===== src/rtl/reg_file_reader.sv =====
// Walks FIRST_ADDR..LAST_ADDR of the register file two words per fetch and streams each word with its address.
// Latency: first word valid two cycles after start is sampled; three cycles per pair with out_ready held high.
// Backpressure: while out_valid is high and out_ready is low, the word, pointer and checksum all hold.
module reg_file_reader #(
    parameter int FIRST_ADDR = 0,
    parameter int LAST_ADDR  = 15
) (
    input  logic        clk,
    input  logic        nClear,
    input  logic        start,
    output logic [3:0]  Aaddr,
    output logic [3:0]  Baddr,
    input  logic [15:0] A,
    input  logic [15:0] B,
    output logic [15:0] out_data,
    output logic [3:0]  out_addr,
    output logic        out_valid,
    input  logic        out_ready,
    output logic        busy,
    output logic        done,
    output logic [15:0] checksum
);

    localparam logic [3:0] FIRST = 4'(FIRST_ADDR);
    localparam logic [3:0] LAST  = 4'(LAST_ADDR);

    typedef enum logic [2:0] {
        IDLE   = 3'd0,
        READ   = 3'd1,
        SEND_A = 3'd2,
        SEND_B = 3'd3,
        DONE   = 3'd4
    } state_t;

    state_t      state;
    logic [3:0]  ptr;
    logic [15:0] hold_a;
    logic [15:0] hold_b;
    logic [3:0]  ptr_p1;
    logic [3:0]  ptr_p2;
    logic [3:0]  ptr_p3;
    logic        accept;

    // All pointer arithmetic wraps at 16 registers.
    assign ptr_p1 = ptr + 4'd1;
    assign ptr_p2 = ptr + 4'd2;
    assign ptr_p3 = ptr + 4'd3;
    assign accept = out_valid & out_ready;

    always_ff @(posedge clk or negedge nClear) begin
        if (!nClear) begin
            state     <= IDLE;
            ptr       <= FIRST;
            Aaddr     <= FIRST;
            Baddr     <= FIRST + 4'd1;
            hold_a    <= '0;
            hold_b    <= '0;
            out_data  <= '0;
            out_addr  <= '0;
            out_valid <= 1'b0;
            busy      <= 1'b0;
            done      <= 1'b0;
            checksum  <= '0;
        end else begin
            case (state)
                IDLE: begin
                    if (start) begin
                        ptr      <= FIRST;
                        Aaddr    <= FIRST;
                        Baddr    <= FIRST + 4'd1;
                        checksum <= '0;
                        busy     <= 1'b1;
                        state    <= READ;
                    end
                end

                READ: begin
                    // Both ports are combinational, so A/B already reflect ptr and ptr+1.
                    hold_a    <= A;
                    hold_b    <= B;
                    out_data  <= A;
                    out_addr  <= ptr;
                    out_valid <= 1'b1;
                    state     <= SEND_A;
                end

                SEND_A: begin
                    if (accept) begin
                        checksum <= checksum + hold_a;
                        if (ptr == LAST) begin
                            out_valid <= 1'b0;
                            done      <= 1'b1;
                            state     <= DONE;
                        end else begin
                            out_data <= hold_b;
                            out_addr <= ptr_p1;
                            state    <= SEND_B;
                        end
                    end
                end

                SEND_B: begin
                    if (accept) begin
                        checksum  <= checksum + hold_b;
                        out_valid <= 1'b0;
                        if (ptr_p1 == LAST) begin
                            done  <= 1'b1;
                            state <= DONE;
                        end else begin
                            ptr   <= ptr_p2;
                            Aaddr <= ptr_p2;
                            Baddr <= ptr_p3;
                            state <= READ;
                        end
                    end
                end

                DONE: begin
                    done  <= 1'b0;
                    busy  <= 1'b0;
                    state <= IDLE;
                end

                default: begin
                    out_valid <= 1'b0;
                    done      <= 1'b0;
                    busy      <= 1'b0;
                    state     <= IDLE;
                end
            endcase
        end
    end

endmodule


===== config.mk =====
export PLATFORM = sky130hd
export DESIGN_NAME = reg_file_reader
export DESIGN_NICKNAME = d
export VERILOG_FILES = /design/src/rtl/reg_file_reader.sv
export SDC_FILE = /design/constraint.sdc
export NUM_CORES = 1
export LEC_CHECK = 0
export ABC_AREA = 1
export BUFFER_PORTS_ARGS = -buffer_cell sky130_fd_sc_hd__buf_2
export CAP_MARGIN = 40
export CORE_MARGIN = 2
export CORE_UTILIZATION = 45
export CTS_BUF_LIST = sky130_fd_sc_hd__clkbuf_16
export CTS_CLUSTER_DIAMETER = 60
export CTS_CLUSTER_SIZE = 24
export DETAILED_ROUTE_END_ITERATION = 16
export PLACE_DENSITY = 0.69
export SLEW_MARGIN = 25
export SYNTH_ARGS = -nofsm -noshare
export SYNTH_HDL_FRONTEND = slang
export SYNTH_SLANG_ARGS = --single-unit

===== constraint.sdc =====
create_clock -name clk -period 7.4 [get_ports clk]
set_clock_uncertainty 0.2 [all_clocks]
set_input_delay 1.11 -clock clk [delete_from_list [all_inputs] [get_ports clk]]
set_output_delay 1.11 -clock clk [all_outputs]
set_load 0.01 [all_outputs]

==> impl_metrics.sql, run 1 <==
INSERT INTO impl_metrics (metric_group, metric, value, unit) VALUES
('status', 'outcome', 'finished, final reports clean', ''),
('synth', 'post_synthesis_cell_type_with_the_largest_combined_area', 'dfrtp_1', ''),
('sta', 'min_period_over_period', '43.45', '%'),
('drt', 'routed.top_layer', 'met4', ''),
('finish', 'inserted_diodes', '0', ''),
('power_and_ir_drop', 'max-vdd-ir-drop', '237.8', 'uV'),
('synth', 'avgSynthCellArea', '7.365', 'sq um'),
('sta', 'slew-limit-headroom', '47.32', '%'),
('clocking', 'clock_tree_from_tritoncts', 'built', ''),
('critical_path', 'critical-path-slowest-cell', 'dfrtp_1', ''),
('global_route', 'maximum_number_of_pins_on_one_net_before_global_route_repair', '55', ''),
('power_and_ir_drop', 'leakage', '2.873', 'nW'),
('synth', 'synthesis.instances', '597', ''),
('floorplanning', 'initial_cell_density_of_the_core', '45.61', '%'),
('critical_path', 'critical_path_required', '7.42', 'ns'),
('clocking', 'cts.repair_timing.setup_buffer_count', '0', ''),
('drt', 'ant_nets', '0', ''),
('power_and_ir_drop', 'power_frac_seq', '28.3', '%'),
('job', 'max_cap_violations', '0', ''),
('global_route', 'initial_antenna_violation_count', '0', ''),
('drt', 'routedWlPerCell', '13.08', 'um'),
('sta', 'fmaxAchievable', '0.3110', 'GHz'),
('floorplanning', 'top_level_ports', '83', ''),
('drt', 'route.vias.total', '3942', ''),
('floorplanning', 'dieWidth', '102.8', 'um'),
('critical_path', 'critPathMaxFanout', '20', ''),
('sta', 'post-route-min-period', '3.216', 'ns'),
('global_route', 'grt_util_all_layers', '21.84', '%'),
('critical_path', 'timing.critical_path.slowest_cell_delay', '0.42', 'ns'),
('sta', 'worst_slew_pin_slew', '0.7900', 'ns'),
('synth', 'yosysTopAreaCellShare', '43.82', '%'),
('drt', 'routedLengthMet1', '5306', 'um'),
('drt', 'wirelength', '10570', 'um'),
('sta', 'fin_tns_setup', '0', 'ns'),
('critical_path', 'crit_path_cell_trace', 'inv_1, nand3_1, buf_8, o21ai_0, ha_1, inv_1, fa_1, inv_1, nand3_1, nand3_1, nand3_1, nand3_1, nand2_1, nand3_1, nand2_1', ''),
('floorplanning', 'core_area', '9639', 'sq um'),
('placement', 'gp_congestion', '0.8684', ''),
('synth', 'biggest_area_contributors_in_the_synthesized_netlist', 'dfrtp_1 (44%), nand2_1 (21%), inv_1 (6.0%)', ''),
('clocking', 'tritoncts.num_buffers', '9', ''),
('drt', 'via_per_inst', '4.879', ''),
('clocking', 'clk_transition_reported_paths', '0.06', 'ns'),
('clocking', 'htree_levels', '3', ''),
('placement', 'dp_hpwl', '7839', 'um'),
('clocking', 'clkSinkCount', '78', ''),
('drt', 'dr_drc_count', '0', ''),
('global_route', 'grt_pass1_wl', '17730', 'um'),
('clocking', 'post_cts.resized_instances', '0', ''),
('placement', 'dp.cells', '794', ''),
('drt', 'dr_wl_met2', '4521', 'um'),
('clocking', 'clock_path_buffers', '2', ''),
('critical_path', 'worst_setup_path_start_kind', 'register', ''),
('power_and_ir_drop', 'pwr_density_cell', '517.0', 'nW/um^2'),
('floorplanning', 'dieHeight', '102.8', 'um'),
('finish', 'area_delta_synth_final', '18.47', '%'),
('drt', 'wl_met3', '657', 'um'),
('global_route', 'vias_in_the_first_global_route', '3694', ''),
('sta', 'setup-violations-final', '0', ''),
('power_and_ir_drop', 'power.share.combinational', '54.8', '%'),
('synth', 'synth-seq-area-share', '44.42', '%'),
('finish', 'drive_above_1_share', '17.04', '%'),
('drt', 'drt_first_pass_iters', '5', ''),
('floorplanning', 'fp-row-count', '36', ''),
('global_route', 'grt_overflow', '0', ''),
('synth', 'mappedNetlistNets', '654', ''),
('floorplanning', 'fp.dieArea', '10580', 'sq um'),
('drt', 'detailedRoute.firstIterationViolations', '255', ''),
('critical_path', 'timing.critical_path.to_type', 'register', ''),
('critical_path', 'cp_arrival', '3.23', 'ns'),
('sta', 'finalHoldViolCount', '0', ''),
('clocking', 'post_cts_hold_buffer_count', '0', ''),
('synth', 'yosysWarnings', '0', '');
[cells by family after synthesis]
| family | Yosys count | share of synthesized area, % |
|---|---|---|
| adders and majority gates | 21 | 6.147 |
| AOI/OAI and AO/OA | 73 | 8.964 |
| xor gates and xnor gates | 1 | 0.1992 |
| and+or+nand+nor | 330 | 30.96 |
| DFF | 78 | 44.42 |
| other | 1 | 0.08529 |
| buffers and inverters | 93 | 9.220 |
[metrics by stage]
| step | setup WS, ns | hold WS [ns] | total power, mW | utilization (%) | instance area (sq um) |
|---|---|---|---|---|---|
| finish | 4.184 | 0.2742 | 2.693 | 54.04 | 5209 |
| global route | 3.849 | 0.3096 | 2.981 | 54.04 | 5209 |
| CTS | 4.199 | 0.2780 | 2.703 | 54.04 | 5209 |
| detailed placement | 4.242 | 0.2602 | 2.231 | 50.91 | 4907 |
| global placement | 3.901 | 0.2556 | 2.179 | 50.26 | 4845 |
| floorplan | 4.853 | 0.2422 | 1.845 | - | 4397 |
[registers in the layout, summed over array words and instances, names as in the netlist]
register and count:
out_data 16, Baddr 2, out_valid 1, out_addr 4
ptr 2, busy 1, state 3, done 1
checksum 16, hold_a 16, hold_b 16
[layout by cell type (no fill, tap or decap), types with 2 or more instances in the layout]
cell / count
nand2_1: 242
inv_1: 70
nand2_2: 2
inv_4: 2
nor2_1: 38
nor3_1: 3
bufinv_16: 2
or2_2: 4
nand4_1: 3
dfrtp_1: 77
a21oi_1: 7
a31oi_1: 17
nor2_4: 3
nor2_2: 2
nand3_1: 28
buf_2: 80
nand3b_1: 2
ha_1: 20
o21ai_0: 46
clkbuf_16: 9
[critical path, delay by kind of cell, from the launching register on]
kind,cells,cell delay [ns]
and+or+nand+nor,8,1.07
buffers and inverters,4,0.65
adders and majority gates,2,0.59
DFF,1,0.42
AOI/OAI and AO/OA,1,0.19
[per-layer routing]
metal / vias up / global-route usage [%]
li1: 2013 / -
met1: 1806 / 32.30
met2: 115 / 33.18
met3: 8 / 4.203
met4: 0 / 5.567
met5: - / 0
[cell type report]
type,instances,area (sq um)
Timing Repair Buffer,84,470.5
Multi-Input combinational cell,426,2038
Sequential cell,78,1953
Fill cell,956,4431
Inverter,73,279.0
Tap cell,133,166.4
Clock buffer,9,225.2
Clock inverter,5,76.32
[cell usage after synthesis (all sizes together)]
library cell / count
a21oi: 7
a31oi: 17
and2: 1
buf: 14
clkbuf: 6
conb: 1
dfrtp: 77
dfstp: 1
fa: 1
ha: 20
inv: 73
nand2: 245
nand3: 28
nand3b: 2
nand4: 3
nor2: 44
nor3: 3
o21ai: 47
o22ai: 1
o31ai: 1
or2: 4
xor2: 1
[path summary, 6_finish.rpt]
kind	start	to	slack [ns]	cells past startpoint
worst max-delay path	state[2]$_DFFE_PN0P_	checksum[12]$_DFFE_PN0P_	4.18	15
worst min-delay path	hold_a[3]$_DFFE_PN0P_	hold_a[3]$_DFFE_PN0P_	0.27	2
worst max register to register	state[2]$_DFFE_PN0P_	checksum[12]$_DFFE_PN0P_	4.18	15
worst min register to register	hold_a[3]$_DFFE_PN0P_	hold_a[3]$_DFFE_PN0P_	0.27	2
max in group asynchronous	nClear	hold_a[12]$_DFFE_PN0P_	5.94	2
min in group asynchronous	nClear	out_addr[0]$_DFFE_PN0P_	0.49	1
[power by group through the flow]
stage          clock [mW]  combinational, mW  sequential [mW]
2_1_floorplan           0               1.05            0.790
3_3_place_gp            0               1.42            0.763
3_5_place_dp            0               1.46            0.767
4_1_cts             0.464               1.48            0.762
5_1_grt             0.481               1.71            0.788
6_report            0.454               1.48            0.763
Power figures use the tool's default switching activity.
==> run 2, diff against run 1 <==
--- a/config.mk
+++ b/config.mk
@@ -14,7 +14,7 @@
 export CTS_CLUSTER_DIAMETER = 60
 export CTS_CLUSTER_SIZE = 24
 export DETAILED_ROUTE_END_ITERATION = 16
-export PLACE_DENSITY = 0.69
+export PLACE_DENSITY = 0.72
 export SLEW_MARGIN = 25
 export SYNTH_ARGS = -nofsm -noshare
 export SYNTH_HDL_FRONTEND = slang
==> constraint.sdc (replaced) <==
create_clock -name clk -period 2.76 [get_ports clk]
set_clock_uncertainty 0.2 [all_clocks]
set_input_delay 0.414 -clock clk [delete_from_list [all_inputs] [get_ports clk]]
set_output_delay 0.414 -clock clk [all_outputs]
set_load 0.01 [all_outputs]
==> run 2 against run 1 <==
Sequential cell count did not move. Die area did not move. Final area increased by 0.84%. Global-route usage increased by 0.25 points. First-iteration DRC count fell by 38%. Via count rose by 1.1%. Combinational power grew to 2.8 times the previous value. Total power grew to 2.7 times the previous value. Register-to-register slack lost 4.0 ns. Routed wire length up 2.5%. Cell count increased by 1.4%. Largest cell class unchanged.
==> impl_metrics.sql, run 2 (synthesis gave the netlist of run 1 again) <==
INSERT INTO impl_metrics (metric_group, metric, value, unit) VALUES
('global_route', 'grt_overflow', '0', ''),
('drt', 'routedWlPerCell', '13.23', 'um'),
('clocking', 'tritoncts.num_buffers', '9', ''),
('floorplanning', 'core_area', '9639', 'sq um'),
('placement', 'dp_hpwl', '8024', 'um'),
('power_and_ir_drop', 'pwr_density_cell', '1374', 'nW/um^2'),
('placement', 'gp_congestion', '0.8798', ''),
('global_route', 'grt_util_all_layers', '22.09', '%'),
('sta', 'finalHoldViolCount', '0', ''),
('global_route', 'maximum_number_of_pins_on_one_net_before_global_route_repair', '46', ''),
('critical_path', 'critical_path_required', '2.79', 'ns'),
('sta', 'fmaxAchievable', '0.3839', 'GHz'),
('floorplanning', 'dieWidth', '102.8', 'um'),
('floorplanning', 'dieHeight', '102.8', 'um'),
('sta', 'rsz0062_at_grt', 'false', ''),
('clocking', 'htree_levels', '3', ''),
('job', 'max_cap_violations', '0', ''),
('sta', 'fin_tns_setup', '0', 'ns'),
('clocking', 'clock_tree_from_tritoncts', 'built', ''),
('critical_path', 'timing.reg2reg.setup_slack', '0.16', 'ns'),
('critical_path', 'r2r-end', 'checksum[11]$_DFFE_PN0P_', ''),
('critical_path', 'critical_path.reg2reg.startpoint', 'state[2]$_DFFE_PN0P_', ''),
('floorplanning', 'fp.dieArea', '10580', 'sq um'),
('drt', 'route.vias.total', '3987', ''),
('placement', 'io_buffers', '81', ''),
('sta', 'min_period_over_period', '94.37', '%'),
('power_and_ir_drop', 'max-vdd-ir-drop', '543.5', 'uV'),
('drt', 'via_per_inst', '4.868', ''),
('critical_path', 'worst_setup_path_class', 'reg -> reg', ''),
('sta', 'setup-violations-final', '0', ''),
('finish', 'layout_commonest_cell', 'nand2_1', ''),
('floorplanning', 'top_level_ports', '83', ''),
('finish', 'drive_above_1_share', '18.80', '%'),
('min_path', 'min-delay-start', 'B[15]', ''),
('status', 'outcome', 'finished, final reports clean', ''),
('finish', 'inserted_diodes', '0', ''),
('finish', 'fill_cell_instance_count_of_the_final_layout', '944', ''),
('global_route', 'initial_antenna_violation_count', '0', ''),
('critical_path', 'worst_setup_path_start_kind', 'register', ''),
('floorplanning', 'fp-row-count', '36', ''),
('critical_path', 'timing.critical_path.to_type', 'register', ''),
('critical_path', 'reg2reg_depth', '13', ''),
('drt', 'wirelength', '10840', 'um'),
('finish', 'layout_common_cells', 'nand2_1 (241), buf_2 (80), dfrtp_1 (77)', ''),
('drt', 'detailedRoute.firstIterationViolations', '158', ''),
('clocking', 'clkSinkCount', '78', ''),
('finish', 'final_nets', '738', ''),
('sta', 'worst_slew_pin_slew', '0.7878', 'ns'),
('global_route', 'vias_in_the_first_global_route', '3824', ''),
('sta', 'post-route-min-period', '2.605', 'ns'),
('clocking', 'clk_transition_reported_paths', '0.06', 'ns'),
('power_and_ir_drop', 'leakage', '2.902', 'nW'),
('clocking', 'clock_path_buffers', '2', ''),
('drt', 'drt_first_pass_iters', '4', ''),
('finish', 'final_util', '54.49', '%'),
('drt', 'dr_drc_count', '0', ''),
('drt', 'ant_nets', '0', ''),
('clocking', 'cts_root_buf', 'clkbuf_16', ''),
('critical_path', 'critPathMaxFanout', '31', ''),
('clocking', 'worstSkewPairLatency', '0.33', 'ns'),
('min_path', 'hold_path_end', 'hold_b[15]$_DFFE_PN0P_', ''),
('sta', 'maxSlewViolCount', '0', ''),
('finish', 'area_delta_synth_final', '19.47', '%'),
('min_path', 'min_path_cells', '3', ''),
('sta', 'slew-limit-headroom', '47.47', '%'),
('critical_path', 'cp_arrival', '2.63', 'ns'),
('floorplanning', 'initial_cell_density_of_the_core', '45.61', '%'),
('global_route', 'grt_pass1_wl', '18050', 'um'),
('min_path', 'timing.hold.worst.class', 'in -> reg', '');
## run 2: critical path, cell delays in order (launching register included)
cell and delay [ns]:
dfrtp_1 0.40, inv_1 0.08, nand3_1 0.13, buf_12 0.19, o21ai_0 0.37, ha_1 0.33
nand2_1 0.10, inv_1 0.07, a21oi_1 0.19, nand2_2 0.10, nand2_1 0.10, nand3_1 0.09
nand3_1 0.10, nand2_1 0.05
## run 2: how the worst max path moves through the flow
stage,startpoint,to,slack (ns),cells past startpoint
after floorplan,state[2]$_DFFE_PN0P_,checksum[3]$_DFFE_PN0P_,0.21,11
after detailed placement,state[2]$_DFFE_PN0P_,checksum[10]$_DFFE_PN0P_,0.13,15
after global placement,state[2]$_DFFE_PN0P_,checksum[8]$_DFFE_PN0P_,0.23,15
final,state[2]$_DFFE_PN0P_,checksum[11]$_DFFE_PN0P_,0.16,13
after CTS,state[2]$_DFFE_PN0P_,checksum[10]$_DFFE_PN0P_,0.13,15
after global routing,state[2]$_DFFE_PN0P_,checksum[8]$_DFFE_PN0P_,0.01,15
## run 2: report_power, final
part	internal, mW	total [mW]	leakage, nW	switching (mW)
clock network	0.602	1.07	0.132	0.470
registers	1.68	2.03	0.951	0.349
logic	1.48	4.11	1.82	2.63
## run 2: per-stage QoR
step	hold WS [ns]	setup slack, ns	area, sq um	std cells	power [mW]
after floorplan	-0.08159	0.2128	4397	597	4.947
after CTS	0.07483	0.1326	5223	818	7.206
after global routing	0.09356	0.01483	5253	819	7.998
after detailed placement	0.2349	0.1273	4945	801	6.092
after global placement	0.2320	0.2259	4945	801	5.959
final	0.08456	0.1554	5253	819	7.219
## run 2: area by class of cell
| cell class | count | area, sq um | area share (%) |
|---|---|---|---|
| Sequential cell | 78 | 1953 | 37.18 |
| Tap cell | 133 | 166.4 | 3.168 |
| Timing Repair Buffer | 93 | 525.5 | 10.00 |
| Inverter | 73 | 279.0 | 5.312 |
| Multi-Input combinational cell | 426 | 2061 | 39.23 |
| Clock buffer | 9 | 225.2 | 4.288 |
| Clock inverter | 7 | 42.54 | 0.8099 |
## run 2: layer usage
layer	global-route usage, %	share of wire (%)	vias to the layer above
met4	7.186	1.3	0
met3	3.661	4.8	11
li1	-	-	2033
met1	30.36	47	1845
met2	35.90	47	98
met5	0	0	-
## run 2: what timing repair did
item	4_1_cts	5_1_grt
setup buffers	0	1
setup endpoints to repair	0	7
resized for setup	0	7
hold buffers	1	0
hold endpoints to repair	38	0
